File: src/rtl/pc_seq_pkg.sv
// Shared types and constants for the program-counter sequencer.
package pc_seq_pkg;

   typedef enum logic [1:0] {
      ST_INIT  = 2'd0,
      ST_FETCH = 2'd1,
      ST_EXEC  = 2'd2,
      ST_INTR  = 2'd3
   } state_t;

   // PC source mux encoding
   localparam logic [1:0] SEL_IMMED = 2'd0;
   localparam logic [1:0] SEL_STACK = 2'd1;
   localparam logic [1:0] SEL_INTR  = 2'd2;
   localparam logic [1:0] SEL_ZERO  = 2'd3;

endpackage

File: src/rtl/pc_reg.sv
// Program counter register with synchronous reset, load from a 4:1 source mux, and increment.
module pc_reg
   import pc_seq_pkg::*;
#(
   parameter int unsigned PC_WIDTH = 10
) (
   input  logic                clk,
   input  logic                rst,
   input  logic                ld,
   input  logic                inc,
   input  logic [1:0]          sel,
   input  logic [PC_WIDTH-1:0] immed,
   input  logic [PC_WIDTH-1:0] stack,
   output logic [PC_WIDTH-1:0] count
);

   logic [PC_WIDTH-1:0] src;

   always_comb begin
      src = '0;
      case (sel)
         SEL_IMMED: src = immed;
         SEL_STACK: src = stack;
         SEL_INTR:  src = '1;
         default:   src = '0;
      endcase
   end

   // Load wins over increment; increment wraps naturally at the register width
   always_ff @(posedge clk) begin
      if (rst)
         count <= '0;
      else if (ld)
         count <= src;
      else if (inc)
         count <= count + PC_WIDTH'(1);
   end

endmodule

File: src/rtl/pc_sequencer.sv
// Fetch/execute/interrupt sequencer driving the PC, instruction register and call stack.
module pc_sequencer
   import pc_seq_pkg::*;
#(
   parameter int unsigned PC_WIDTH = 10
) (
   input  logic                CLK,
   input  logic                RST,
   input  logic [PC_WIDTH-1:0] FROM_IMMED,
   input  logic [PC_WIDTH-1:0] FROM_STACK,
   input  logic                JMP,
   input  logic                CALL,
   input  logic                RET,
   input  logic                RETIE,
   input  logic                SEI,
   input  logic                CLI,
   input  logic                INT,
   output logic [PC_WIDTH-1:0] PC_COUNT,
   output logic [1:0]          PC_MUX_SEL,
   output logic                PC_LD,
   output logic                PC_INC,
   output logic                IR_LD,
   output logic                STACK_PUSH,
   output logic                STACK_POP,
   output logic                INT_ACK,
   output logic [PC_WIDTH-1:0] STACK_DATA,
   output logic                IE
);

   state_t state, state_next;
   logic   ie_next;

   always_ff @(posedge CLK) begin
      if (RST) begin
         state <= ST_INIT;
         IE    <= 1'b0;
      end else begin
         state <= state_next;
         IE    <= ie_next;
      end
   end

   // Strobes are held low while reset is asserted, whatever the current state
   always_comb begin
      state_next = state;
      ie_next    = IE;
      PC_MUX_SEL = SEL_IMMED;
      PC_LD      = 1'b0;
      PC_INC     = 1'b0;
      IR_LD      = 1'b0;
      STACK_PUSH = 1'b0;
      STACK_POP  = 1'b0;
      INT_ACK    = 1'b0;
      if (!RST) begin
         case (state)
            ST_INIT: begin
               PC_MUX_SEL = SEL_ZERO;
               PC_LD      = 1'b1;
               state_next = ST_FETCH;
            end
            ST_FETCH: begin
               IR_LD      = 1'b1;
               PC_INC     = 1'b1;
               state_next = ST_EXEC;
            end
            ST_EXEC: begin
               if (RET || RETIE) begin
                  PC_MUX_SEL = SEL_STACK;
                  PC_LD      = 1'b1;
                  STACK_POP  = 1'b1;
               end else if (CALL) begin
                  PC_LD      = 1'b1;
                  STACK_PUSH = 1'b1;
               end else if (JMP) begin
                  PC_LD      = 1'b1;
               end
               if (CLI)
                  ie_next = 1'b0;
               else if (SEI || RETIE)
                  ie_next = 1'b1;
               // Interrupt decision uses the enable as it stood entering this cycle
               state_next = (INT && IE) ? ST_INTR : ST_FETCH;
            end
            ST_INTR: begin
               PC_MUX_SEL = SEL_INTR;
               PC_LD      = 1'b1;
               STACK_PUSH = 1'b1;
               INT_ACK    = 1'b1;
               ie_next    = 1'b0;
               state_next = ST_FETCH;
            end
            default: state_next = ST_INIT;
         endcase
      end
   end

   assign STACK_DATA = PC_COUNT;

   pc_reg #(.PC_WIDTH(PC_WIDTH)) u_pc_reg (
      .clk   (CLK),
      .rst   (RST),
      .ld    (PC_LD),
      .inc   (PC_INC),
      .sel   (PC_MUX_SEL),
      .immed (FROM_IMMED),
      .stack (FROM_STACK),
      .count (PC_COUNT)
   );

endmodule

File: config.mk
export PLATFORM = sky130hd
export DESIGN_NAME = pc_sequencer
export DESIGN_NICKNAME = d
export VERILOG_FILES = /design/src/rtl/pc_seq_pkg.sv /design/src/rtl/pc_reg.sv /design/src/rtl/pc_sequencer.sv
export SDC_FILE = /design/constraint.sdc
export NUM_CORES = 1
export LEC_CHECK = 0
export CAP_MARGIN = 20
export CELL_PAD_IN_SITES_DETAIL_PLACEMENT = 1
export CELL_PAD_IN_SITES_GLOBAL_PLACEMENT = 2
export CORE_ASPECT_RATIO = 2
export CORE_UTILIZATION = 22
export CTS_BUF_LIST = sky130_fd_sc_hd__clkbuf_4 sky130_fd_sc_hd__clkbuf_8 sky130_fd_sc_hd__clkbuf_16
export DETAILED_ROUTE_END_ITERATION = 16
export GPL_TIMING_DRIVEN = 1
export PLACE_DENSITY = 0.95
export SLEW_MARGIN = 20
export SYNTH_ARGS = -nofsm -noshare
export SYNTH_HDL_FRONTEND = slang
export SYNTH_SLANG_ARGS = --single-unit
File: constraint.sdc
create_clock -name CLK -period 5.35 [get_ports CLK]
set_clock_uncertainty 0.15 [all_clocks]
set_input_delay 1.07 -clock CLK [delete_from_list [all_inputs] [get_ports CLK]]
set_output_delay 1.07 -clock CLK [all_outputs]
set_load 0.01 [all_outputs]
# After elaboration in Yosys (flattened, before gate mapping)
# Index checks and enable logic that the tools add are counted.
[classes]
addsub = 1
eq_ne = 6
mux = 27
reduce_logical = 9
[ops]
columns = ["op", "n"]
rows = [
  ["$pmux 10 s3", 1],
  ["$mux 10", 2],
  ["$mux 1", 17],
  ["$pmux 2 s3", 2],
  ["$add 10x1->10 const B", 1],
  ["$eq 2x2->1 const B", 3],
  ["$pmux 1 s2", 3],
  ["$eq 2x1->1 const B", 2],
  ["$logic_not 2->1", 2],
  ["$mux 2", 2],
  ["$reduce_bool 2->1", 2],
  ["$ne 3x3->1 const B", 1],
  ["$logic_or 1x1->1", 2],
  ["$reduce_and 2->1", 1],
  ["$reduce_or 2->1", 1],
  ["$logic_and 1x1->1", 1],
]
[word_totals]
regBits = 13
input_bits = 29
word_cells = 46

# Depth between registers and ports, before layout
[logic_depth]
word_depth = 7
ltp_mapped = 7
ltp_nobuf = 6

# Modules after synthesis
# A second synthesis with hierarchy kept.
[hier_totals]
hier_cells = 128
hier_area_um2 = 1039.7
[modules_own_cells]
columns = ["module", "n_inst", "cells_each", "area_per_inst_um2"]
rows = [
  ["pc_reg", 1, 84, 714.4],
  ["pc_sequencer", 1, 44, 325.3],
]

# Worst setup path after synthesis
# Ideal clock, no wire load.
[synth_timing]
path_kind = "input -> output"
startpoint = "input port RST"
endpoint = "output port PC_MUX_SEL[0]"
arrival_time_ns = 1.744
required_ns = 4.130
slack_ns = 2.386
stages = 3
path_cell_list = "clkbuf_1 -> clkbuf_1 -> nor2_1"
[synth_between]
elab_chain_cells = 1
[synth_rtl]
columns = ["item", "line_no", "rtl"]
rows = [
  ["start: declaration", "pc_sequencer.sv:8", "input logic RST,"],
  ["$mux 2", "pc_sequencer.sv:54", "if (!RST) begin"],
  ["end: declaration", "pc_sequencer.sv:19", "output logic [1:0] PC_MUX_SEL,"],
]
# No other way between the ends.

# Worst setup path in the final report
[layout_timing]
startpoint = "input port RETIE"
endpoint = "output port PC_LD"
[layout_between]
elab_chain_cells = 4
[layout_rtl]
columns = ["item", "line_no", "rtl"]
rows = [
  ["start: declaration", "pc_sequencer.sv:14", "input logic RETIE,"],
  ["$logic_or 1x1->1", "pc_sequencer.sv:67", "if (RET || RETIE) begin"],
  ["$mux 1", "pc_sequencer.sv:67", ""],
  ["$pmux 1 s2", "pc_sequencer.sv:55", "case (state)"],
  ["$mux 1", "pc_sequencer.sv:54", ""],
  ["end: declaration", "pc_sequencer.sv:20", "output logic PC_LD,"],
]
# No other way between the ends.

==> run_results.csv <==
group,metric,value,unit
run_status,status,"finished, final reports clean",
timing,fin_tns_setup,0,ns
pwr,max-vdd-ir-drop,0.183,mV
global_routing,grt_pass1_vias,1134,
routing,ant_nets,0,
placed_design,io_buffers,57,
finish,nets,206,
routing,drt_wl_total,3160,um
floorplanning,num_rows,35,
synthesis,synth_fp_nets,161,
routing,firstDrtPassIters,2,
setup_path,worst-path-max-fanout,10,
pwr,p_switching,0.189,mW
synthesis,ys_types,42,
setup_path,cp-start-kind,"input port",
pwr,p_comb_share,53.0,%
routing,wl_per_cell,14.0,um
clock_tree,cts_root_buffer,"clkbuf_8",
synthesis,synth_seq_cells,13,
synthesis,synth_area,1040,um^2
synthesis,yosysWarnings,0,
pwr,p_int,0.327,mW
pwr,clkPwrFrac,17.5,%
floorplanning,pin_count,58,
pwr,leakage,0.573,nW
finish,layout-drive-gt1-share,7.60,%
floorplanning,start_util,22.9,%
synthesis,async_flop_share,0,%
worst_hold_path,worstHoldPathType,"reg -> reg",
pwr,powerDensity,320,nW/um^2
routing,dr_total_vias,1073,
global_routing,grtUsageTotal,13.7,%
setup_path,worstSetupPathType,"in -> out",
clock_tree,clk_latency,0.24,ns
worst_hold_path,whs_path_depth,2,
placed_design,gp_congestion,0.685,
floorplanning,die-area,5030,um^2
timing,holdWs,0.382,ns
finish,area_delta_synth_final,55.1,%
timing,setup_slack,1.20,ns
timing,drv_slew,0,
routing,drc,0,
clock_tree,htree_levels,1,
timing,worst_slew_pin_slew,0.828,ns
setup_path,required,4.13,ns
synthesis,yosysTopAreaCell,"dfxtp_1",
clock_tree,cts_inserted_buffers,3,
finish,antenna_cells,0,
routing,viasPerCell,4.75,
synthesis,seq_area_frac_synth,25.0,%
clock_tree,post_cts_buffers,0,
global_routing,grt_max_degree,23,
clock_tree,cts_buffer_depth,2,
finish,instances_no_fill,226,
timing,hold_viol,0,
finish,final_common_cell,"clkdlybuf4s50_1",
synthesis,synth.top_cell.area_share,25.0,%
synthesis,synth_area_leaders,"dfxtp_1 (25%), buf_4 (9.4%), ha_1 (6.0%)",
floorplanning,coreArea,4550,um^2
timing,rsz0062_at_grt,"false",
clock_tree,hold_buffers,0,
global_routing,antenna_found_initial,0,
finish,multi_input_area,649,um^2
finish,seqCellArea,260,um^2
timing,period_share,77.5,%
timing,fmax,241,MHz
clock_tree,cts_tree,"built",
synthesis,netlist_instances,127,
job,cap_violations,0,
synthesis,synthFlopType,"dfxtp_1",
synthesis,synth_edf_count,0,
setup_path,setup.worst_path.end_class,"output port",
floorplanning,die_h,99.3,um
placed_design,pre_cts_ws,1.21,ns
synthesis,synth_area_per_cell,8.21,um^2
placed_design,hpwl,2610,um
pwr,swShare,36.7,%
clock_tree,clk_pin_slew,0.05,ns
global_routing,overflow,0,
placed_design,dp.cells,222,
finish,post-route-util,35.5,%
floorplanning,dieWidth,50.7,um
timing,setup_viol,0,
routing,drtIter0Drc,10,
finish,layout_common_cells,"clkdlybuf4s50_1 (57), dfxtp_1 (13), nor2_1 (9), nor2b_1 (9), nand2_1 (7)",
timing,relSlewSlack,44.6,%
clock_tree,ctsResizeCount,0,
pwr,seqPwrFrac,29.5,%
global_routing,grt_pass1_wl,5310,um
setup_path,rr_worst_depth,6,
finish,fill_cells,551,
timing,post-route-min-period,4.15,ns
setup_path,cp.arrival,2.93,ns
clock_tree,clock-sinks,13,
## worst max-delay path: stages
cell and delay (ns):
clkdlybuf4s50_1 0.55, nor2_1 0.13, a211o_1 0.42, nor2_2 0.18
clkdlybuf4s50_1 0.58
## Yosys cell counts, drive strengths merged, types with 2 or more instances
cell type	n
ha	5
nor2	11
inv	5
a211oi	5
buf	14
nor2b	9
o221ai	2
o21ai	4
nor3	4
xor2	3
a221oi	2
clkbuf	3
or2	3
nand2	7
dfxtp	13
o211ai	2
a31oi	4
a22o	2
o32ai	2
xnor2	5
a21o	2
nand4	3
a21oi	5
## cell families (layout without fill, tap and decap cells)
family	Yosys count	in the layout	synth area share (%)
AND/OR/NAND/NOR	45	45	24.4
AO/OA/AOI/OAI	33	33	24.3
buffers and inverters	22	66	12.7
flip-flops	13	13	25.0
XOR/XNOR	8	8	6.72
adder cells (fa/ha/maj)	5	5	6.00
multiplexers	1	1	0.960
## metal layers
metal | share of wire, % | routed length (um) | global-route usage (%)
met1 | 36 | 1140 | 14.1
met2 | 59 | 1850 | 26.6
met3 | 3.6 | 114 | 1.38
met4 | 1.7 | 53 | 5.77
met5 | 0 | 0 | 0
## worst paths after layout
check / start / end / slack, ns
worst max-delay path: RETIE / PC_LD / 1.20
worst min register to register: IE / IE / 0.38
worst max register to register: state[0] / u_pc_reg.count[6] / 3.02
worst min-delay path: IE / IE / 0.38
## final cells by class
class | instances | area share (%)
multi-input cells | 92 | 40.2
flip-flops and latches | 13 | 16.1
clock buffers | 4 | 3.02
well taps | 55 | 4.26
repair buffers | 57 | 35.3
inverters | 5 | 1.16
## stage by stage
step	instance area [um^2]	power (mW)
3_3_place_gp	1570	0.427
4_1_cts	1620	0.524
3_5_place_dp	1570	0.432
5_1_grt	1620	0.552
6_report	1620	0.517
2_1_floorplan	1040	0.319
## power groups by stage
stage | registers [mW] | logic, mW | clock network [mW]
6_report | 0.152 | 0.274 | 0.0906
5_1_grt | 0.158 | 0.298 | 0.0966
4_1_cts | 0.154 | 0.277 | 0.0927
3_5_place_dp | 0.156 | 0.275 | 0
3_3_place_gp | 0.154 | 0.273 | 0
2_1_floorplan | 0.156 | 0.163 | 0
## flip-flops by register name (all words and copies together), names as in the netlist
name            cells
IE                  1
state               2
u_pc_reg.count     10
No activity file was read; power rests on OpenSTA's default activity.
